==> src/rtl/fetch_pkg.sv <==
`default_nettype none
// ============================================================================
// Module      : fetch_pkg
// Description : Shared constants for the instruction fetch stage: FSM state
//               encodings, default halt opcode and the IF/ID bubble word.
// Revision    : 1.0 - initial release
// ============================================================================
package fetch_pkg;

    localparam logic [0:0]  c_ST_RUN       = 1'b0;
    localparam logic [0:0]  c_ST_HALT      = 1'b1;
    localparam logic [5:0]  c_HALT_OPCODE  = 6'b111111;
    localparam logic [31:0] c_BUBBLE       = 32'h0000_0000;

endpackage
`default_nettype wire

==> src/rtl/if_id_reg.sv <==
`default_nettype none
// ============================================================================
// Module      : if_id_reg
// Description : IF/ID pipeline register with hold (stall) and bubble (flush).
//               Flush wins over stall; PC fields hold during a flush.
// Revision    : 1.0 - initial release
// ============================================================================
module if_id_reg
    import fetch_pkg::*;
(
    input  logic        clk,
    input  logic        rst,
    input  logic        i_stall,
    input  logic        i_flush,
    input  logic        i_valid,
    input  logic [31:0] i_instr,
    input  logic [31:0] i_pc,
    input  logic [31:0] i_pc_plus4,
    output logic [31:0] o_instr,
    output logic [31:0] o_pc,
    output logic [31:0] o_pc_plus4,
    output logic        o_valid
);

    logic [31:0] r_instr;
    logic [31:0] r_pc;
    logic [31:0] r_pc_plus4;
    logic        r_valid;

    always_ff @(posedge clk) begin
        if (rst) begin
            r_instr    <= c_BUBBLE;
            r_pc       <= 32'h0000_0000;
            r_pc_plus4 <= 32'h0000_0000;
            r_valid    <= 1'b0;
        end else if (i_flush) begin
            r_instr    <= c_BUBBLE;
            r_valid    <= 1'b0;
        end else if (!i_stall) begin
            r_instr    <= i_instr;
            r_pc       <= i_pc;
            r_pc_plus4 <= i_pc_plus4;
            r_valid    <= i_valid;
        end
    end

    assign o_instr    = r_instr;
    assign o_pc       = r_pc;
    assign o_pc_plus4 = r_pc_plus4;
    assign o_valid    = r_valid;

endmodule
`default_nettype wire

==> src/rtl/instruction_fetch.sv <==
`default_nettype none
// ============================================================================
// Module      : instruction_fetch
// Description : PC register, RUN/HALT fetch FSM and fetch counter feeding the
//               IF/ID register. Optional FETCH_ALIGN_CHECK_EN adds align_fault
//               and forces redirect targets to word alignment.
// Revision    : 1.0 - initial release
// ============================================================================
module instruction_fetch
    import fetch_pkg::*;
#(
    parameter logic [31:0] RESET_PC    = 32'h0000_0000,
    parameter logic [5:0]  HALT_OPCODE = c_HALT_OPCODE
) (
    input  logic        clk,
    input  logic        reset,
    input  logic        stall,
    input  logic        flush,
    input  logic        redirect_valid,
    input  logic [31:0] redirect_target,
    output logic [31:0] imem_addr,
    input  logic [31:0] imem_instr,
    output logic [31:0] if_instr,
    output logic [31:0] if_pc,
    output logic [31:0] if_pc_plus4,
    output logic        if_valid,
    output logic        halted,
    output logic [31:0] fetch_count
`ifdef FETCH_ALIGN_CHECK_EN
    ,
    output logic        align_fault
`endif
);

    logic [0:0]  r_state;
    logic [0:0]  w_state_nxt;
    logic [31:0] r_pc;
    logic [31:0] w_pc_nxt;
    logic [31:0] w_pc_plus4;
    logic [31:0] w_redirect_pc;
    logic [31:0] r_fetch_count;
    logic        w_capture;
    logic        w_is_halt;

    assign w_pc_plus4 = r_pc + 32'd4;
    assign w_is_halt  = (imem_instr[31:26] == HALT_OPCODE);

`ifdef FETCH_ALIGN_CHECK_EN
    logic r_align_fault;
    assign w_redirect_pc = {redirect_target[31:2], 2'b00};

    always_ff @(posedge clk) begin
        if (reset) begin
            r_align_fault <= 1'b0;
        end else begin
            r_align_fault <= redirect_valid && (redirect_target[1:0] != 2'b00);
        end
    end

    assign align_fault = r_align_fault;
`else
    assign w_redirect_pc = redirect_target;
`endif

    // A capture is the only event that writes a valid word into IF/ID.
    always_comb begin
        w_state_nxt = r_state;
        w_pc_nxt    = r_pc;
        w_capture   = 1'b0;
        if (redirect_valid) begin
            w_state_nxt = c_ST_RUN;
            w_pc_nxt    = w_redirect_pc;
        end else if (!stall && (r_state == c_ST_RUN)) begin
            w_capture = !flush;
            if (w_capture && w_is_halt) begin
                w_state_nxt = c_ST_HALT;
            end else begin
                w_pc_nxt = w_pc_plus4;
            end
        end
    end

    always_ff @(posedge clk) begin
        if (reset) begin
            r_state       <= c_ST_RUN;
            r_pc          <= RESET_PC;
            r_fetch_count <= 32'h0000_0000;
        end else begin
            r_state <= w_state_nxt;
            r_pc    <= w_pc_nxt;
            if (w_capture && (r_fetch_count != 32'hFFFF_FFFF)) begin
                r_fetch_count <= r_fetch_count + 32'd1;
            end
        end
    end

    // Redirect squashes the IF/ID slot just like an explicit flush.
    if_id_reg u_if_id_reg (
        .clk        (clk),
        .rst        (reset),
        .i_stall    (stall),
        .i_flush    (flush | redirect_valid),
        .i_valid    (w_capture),
        .i_instr    (w_capture ? imem_instr : c_BUBBLE),
        .i_pc       (r_pc),
        .i_pc_plus4 (w_pc_plus4),
        .o_instr    (if_instr),
        .o_pc       (if_pc),
        .o_pc_plus4 (if_pc_plus4),
        .o_valid    (if_valid)
    );

    assign imem_addr   = r_pc;
    assign halted      = (r_state == c_ST_HALT);
    assign fetch_count = r_fetch_count;

endmodule
`default_nettype wire

==> config.mk <==
export PLATFORM = sky130hd
export DESIGN_NAME = instruction_fetch
export DESIGN_NICKNAME = d
export VERILOG_FILES = /design/src/rtl/fetch_pkg.sv /design/src/rtl/if_id_reg.sv /design/src/rtl/instruction_fetch.sv
export SDC_FILE = /design/constraint.sdc
export NUM_CORES = 1
export LEC_CHECK = 0
export ABC_AREA = 0
export BUFFER_PORTS_ARGS = -buffer_cell sky130_fd_sc_hd__buf_2
export CAP_MARGIN = 20
export CORE_UTILIZATION = 51
export CTS_CLUSTER_SIZE = 12
export DETAILED_ROUTE_END_ITERATION = 10
export GPL_TIMING_DRIVEN = 0
export PLACE_DENSITY_LB_ADDON = 0.15
export SLEW_MARGIN = 20
export SYNTH_ARGS = -nofsm -noshare
export SYNTH_HDL_FRONTEND = slang
export SYNTH_SLANG_ARGS = --single-unit
==> constraint.sdc <==
create_clock -name clk -period 2.5 [get_ports clk]
set_input_delay 0.125 -clock clk [delete_from_list [all_inputs] [get_ports clk]]
set_output_delay 0.125 -clock clk [all_outputs]
set_load 0.01 [all_outputs]
* Yosys cells after proc, flatten, opt, wreduce, memory -nomap -nowiden
Cells that the tools add are included.
Storage, ports and cells: bits in registers 162, output and inout port bits 162
Cells by class: muxes and demuxes 6, eq/ne operators 3, $add $sub $neg 2, reduce and logical (&&, ||, !) cells 11, bitwise operators 4
Operator list (number):
- $mux 32 | 4
- $add 32x1->32 const B | 1
- $add 32x3->32 const B | 1
- $ne 32x32->1 const B | 1
- $eq 6x6->1 const B | 1
- $reduce_and 2->1 | 3
- $reduce_or 2->1 | 2
- $logic_and 1x1->1 | 3
- $not 1->1 | 3
- $logic_not 1->1 | 2
- $mux 1 | 2
- $ne 2x2->1 const B | 1
- $reduce_bool 2->1 | 1
- $or 1x1->1 | 1

* Logic depth before layout (Yosys ltp)
depth in word-level cells 5, mapped depth 8, gate-level depth less buffers 6

* By module
From an unflattened synthesis, not the netlist that was laid out.
Unflattened totals: cell total of the unflattened synthesis 914, area, all modules 7952.6 µm²
By module, submodules not included:
- instruction_fetch | sequential area each 1301.2 µm², instances 1, cells an instance 516, area an instance 4106.4 µm²
- if_id_reg | sequential area each 1941.9 µm², instances 1, cells an instance 398, area an instance 3846.2 µm²

* Least setup slack after synthesis
OpenSTA, ideal clock, no wires.
kind reg2reg, start point register r_pc[2] (netlist: imem_addr[2]), end point register r_pc[30] (netlist: imem_addr[30]), path buffers 0, arrival 1878 ps, path slack 532 ps, data required time 2409 ps, stages on the path, launching flop included 7, setup time 91 ps, cell sequence dfxtp_1 ha_1 nand2_1 nor2_2 nand3_4 or4_1 a311oi_1
On the way: longest elaborated chain between the ends 4
RTL lines:
- start: declaration | RTL line instruction_fetch.sv:37 | logic [31:0] r_pc;
- start signal: assignment | RTL line instruction_fetch.sv:90 | r_pc <= w_pc_nxt;
- $add 32x3->32 | RTL line instruction_fetch.sv:45 | assign w_pc_plus4 = r_pc + 32'd4;
- $mux 32 | RTL line instruction_fetch.sv:75 | if (w_capture && w_is_halt) begin
- $mux 32 | RTL line instruction_fetch.sv:73 | end else if (!stall && (r_state == c_ST_RUN)) begin
- $mux 32 | RTL line instruction_fetch.sv:70 | if (redirect_valid) begin
Every way passes these cells. The select of a mux whose other input is x is not followed. A chain may end at the register's enable or synchronous reset.

* Worst setup path in the final report
Same ends and word-level chain as after synthesis.

==> metrics.yaml <==
worst_setup_path:
  critical_path_required_ns: 2.83
  crit_arrival_ns: 2.66
  worst-r2r-cell-count: 6
  end_kind: "flip-flop"
  crit_fanout: 8
  start_kind: "flip-flop"
  path_class: "flip-flop to flip-flop"
clocking:
  path_clk_slew_ns: 0.06
  numCtsBuffers: 17
  htreeDepth: 4
  root_buffer: "clkbuf_16"
  cts_resized: 0
  cts_tree: "built"
  clk_latency_ns: 0.43
  clockBufferDepth: 2
  cts_sinks: 160
power_and_ir_drop:
  ir_drop_mv: 0.448
  p_sw_share_pct: 23.4
  clkPwrFrac_pct: 48.4
  powerDensity_nw_per_um2: 645
  p_seq_share_pct: 42.3
  p_comb_share_pct: 9.3
  leakagePower_uw: 0.00415
  intPower_uw: 4890
  p_switching_uw: 1490
floorplan:
  die_y_um: 122
  die_w_um: 122
  core_region_area_um2: 14000
  dieArea_um2: 15000
  placementRows: 43
  io_pins: 231
  floorplan.initialDensity_pct: 52.9
status:
  outcome: "finished, final reports clean"
sta:
  rsz0062_at_grt: "false"
  setup_viol: 0
  layout_setup_ws_ns: 0.178
  maxSlewViolCount: 0
  tightest_slew_ns: 0.994
  fin_skew_ns: 0.0102
  finalHoldViolations: 0
  post-route-min-period_ns: 2.32
  period_share_pct: 92.9
  slew_headroom_pct: 33.2
  max_freq_ghz: 0.431
placement:
  dp_cells: 1265
  io_buffers: 229
  hpwl_um: 15800
  place.gp.congestion: 0.870
  dp_slack_ns: -0.0445
synth:
  ys.flop_type: "dfxtp_1"
  synth_edf_count: 0
  yosysWarnings: 0
  synthesis.area_um2: 7390
  ys_ff_latch: 160
  ys_types: 62
  syn_nets: 927
  syn_inst: 856
  seq_area_frac_synth_pct: 43.3
  async_reset_ff_share_pct: 0
  synth_area_per_cell_um2: 8.64
layout:
  areaGrowthSynthToFinish_pct: 33.7
  n_antenna_cell: 0
  drive_gt1_share_pct: 26.8
  layout_common_cells: "buf_2 (239), dfxtp_1 (160), nor2_1 (105), nand2_1 (99), a21oi_1 (55)"
  fin_cells: 1339
  layout.nets: 1217
  mostFrequentLayoutCell: "buf_2"
global_routing:
  grt_remaining_overflow: 0
  grt_first_pass_wirelength_um: 34900
  grt_usage_pct: 30.1
  antenna_found_initial: 0
  grt_max_degree: 17
  grt_pass1_vias: 6847
route:
  num_vias: 7420
  ant_nets: 0
  wl_per_cell_um: 17.0
  drc: 0
  drt_iter0_drc: 481
  wirelength_um: 22700
  routed_via_density: 5.54
  drt_pass1_iterations: 5
min_path:
  hold_path.class: "input port to flip-flop"
  hold_depth: 3
flow_run:
  maxCapViolCount: 0
## power groups by stage
stage	clock network [uW]	registers [uW]	logic (uW)
after global routing	3220	2700	645
after CTS	3100	2690	586
after floorplan	0	2770	274
after global placement	0	2750	524
final	3090	2700	592
after detailed placement	0	2750	530
## sequential cells by signal, indices dropped and copies added (netlist names)
register	count
imem_addr	32
u_if_id_reg.o_pc_plus4	32
u_if_id_reg.o_valid	1
fetch_count	32
u_if_id_reg.o_pc	30
u_if_id_reg.o_instr	32
halted	1
## kinds of logic (layout without fill, tap and decap cells)
family / count (synthesis) / count (layout) / share of synthesized area (%)
muxes: 8 / 8 / 1.15
AOI/OAI and AO/OA: 177 / 177 / 16.2
xor gates and xnor gates: 72 / 72 / 8.53
adders and majority gates: 2 / 2 / 0.338
and+or+nand+nor: 343 / 343 / 24.9
DFF: 160 / 160 / 43.3
buffers and inverters: 94 / 397 / 5.50
## cell type report
class / count / area [um^2]
multi-input combinational: 602 / 3780
inverter: 25 / 93.8
clock buffer: 19 / 443
fill: 1143 / 4100
clock inverter: 13 / 259
buffer: 69 / 313
sequential: 160 / 3200
tap: 180 / 225
timing repair buffer: 271 / 1570
## through the flow
step	hold slack [ns]	instance area [um^2]	TNS (ns)	utilization (%)	power, uW
final	0.00606	9890	0	70.7	6380
after global routing	0.00800	9890	0	70.7	6570
after CTS	0.00838	9890	0	70.7	6380
after detailed placement	0.344	8760	-0.366	62.7	3280
after global placement	0.342	8760	-0.0309	62.7	3270
after floorplan	0.258	7390	0	-	3050
## worst max-delay path, stage by stage, from the launching register on
cell      delay [ns]
dfxtp_1         0.47
ha_1            0.32
nand2_1         0.17
nor2_2          0.36
nand3_4         0.16
or4_1           0.49
a311oi_1        0.25
## final timing paths
| kind | end | slack, ns | start |
|---|---|---|---|
| worst max register to register | imem_addr[30] | 0.18 | imem_addr[2] |
| worst min-delay path | u_if_id_reg.o_instr[31] | 0.006 | imem_instr[31] |
| worst max-delay path | imem_addr[30] | 0.18 | imem_addr[2] |
| worst min register to register | u_if_id_reg.o_pc[24] | 0.45 | u_if_id_reg.o_pc[24] |
## timing repair
action / CTS / global route
endpoints found under the hold margin: 42 / 0
hold buffers: 42 / 0
buffers inserted: 0 / 0
## synth_stat cells, types with 14 or more instances
| cell type | number | area, um^2 |
|---|---|---|
| a211oi_1 | 35 | 263 |
| inv_1 | 25 | 93.8 |
| dfxtp_1 | 160 | 3200 |
| nor3_1 | 14 | 70.1 |
| nand3_1 | 24 | 120 |
| nand2_1 | 99 | 372 |
| nor2_1 | 105 | 394 |
| a21oi_1 | 55 | 275 |
| a22oi_1 | 32 | 240 |
| o21a_1 | 19 | 143 |
| xnor2_1 | 54 | 473 |
| xor2_1 | 18 | 158 |
| clkbuf_1 | 45 | 169 |
| nand4_1 | 18 | 113 |
## routing by layer
layer | track usage [%] | share of wire, % | up-vias
li1 | - | - | 3572
met2 | 51.9 | 49 | 261
met4 | 9.60 | 2.0 | 0
met1 | 37.1 | 43 | 3545
met5 | 0 | 0 | -
met3 | 6.60 | 6.2 | 42
(Power assumes the default switching activity.)
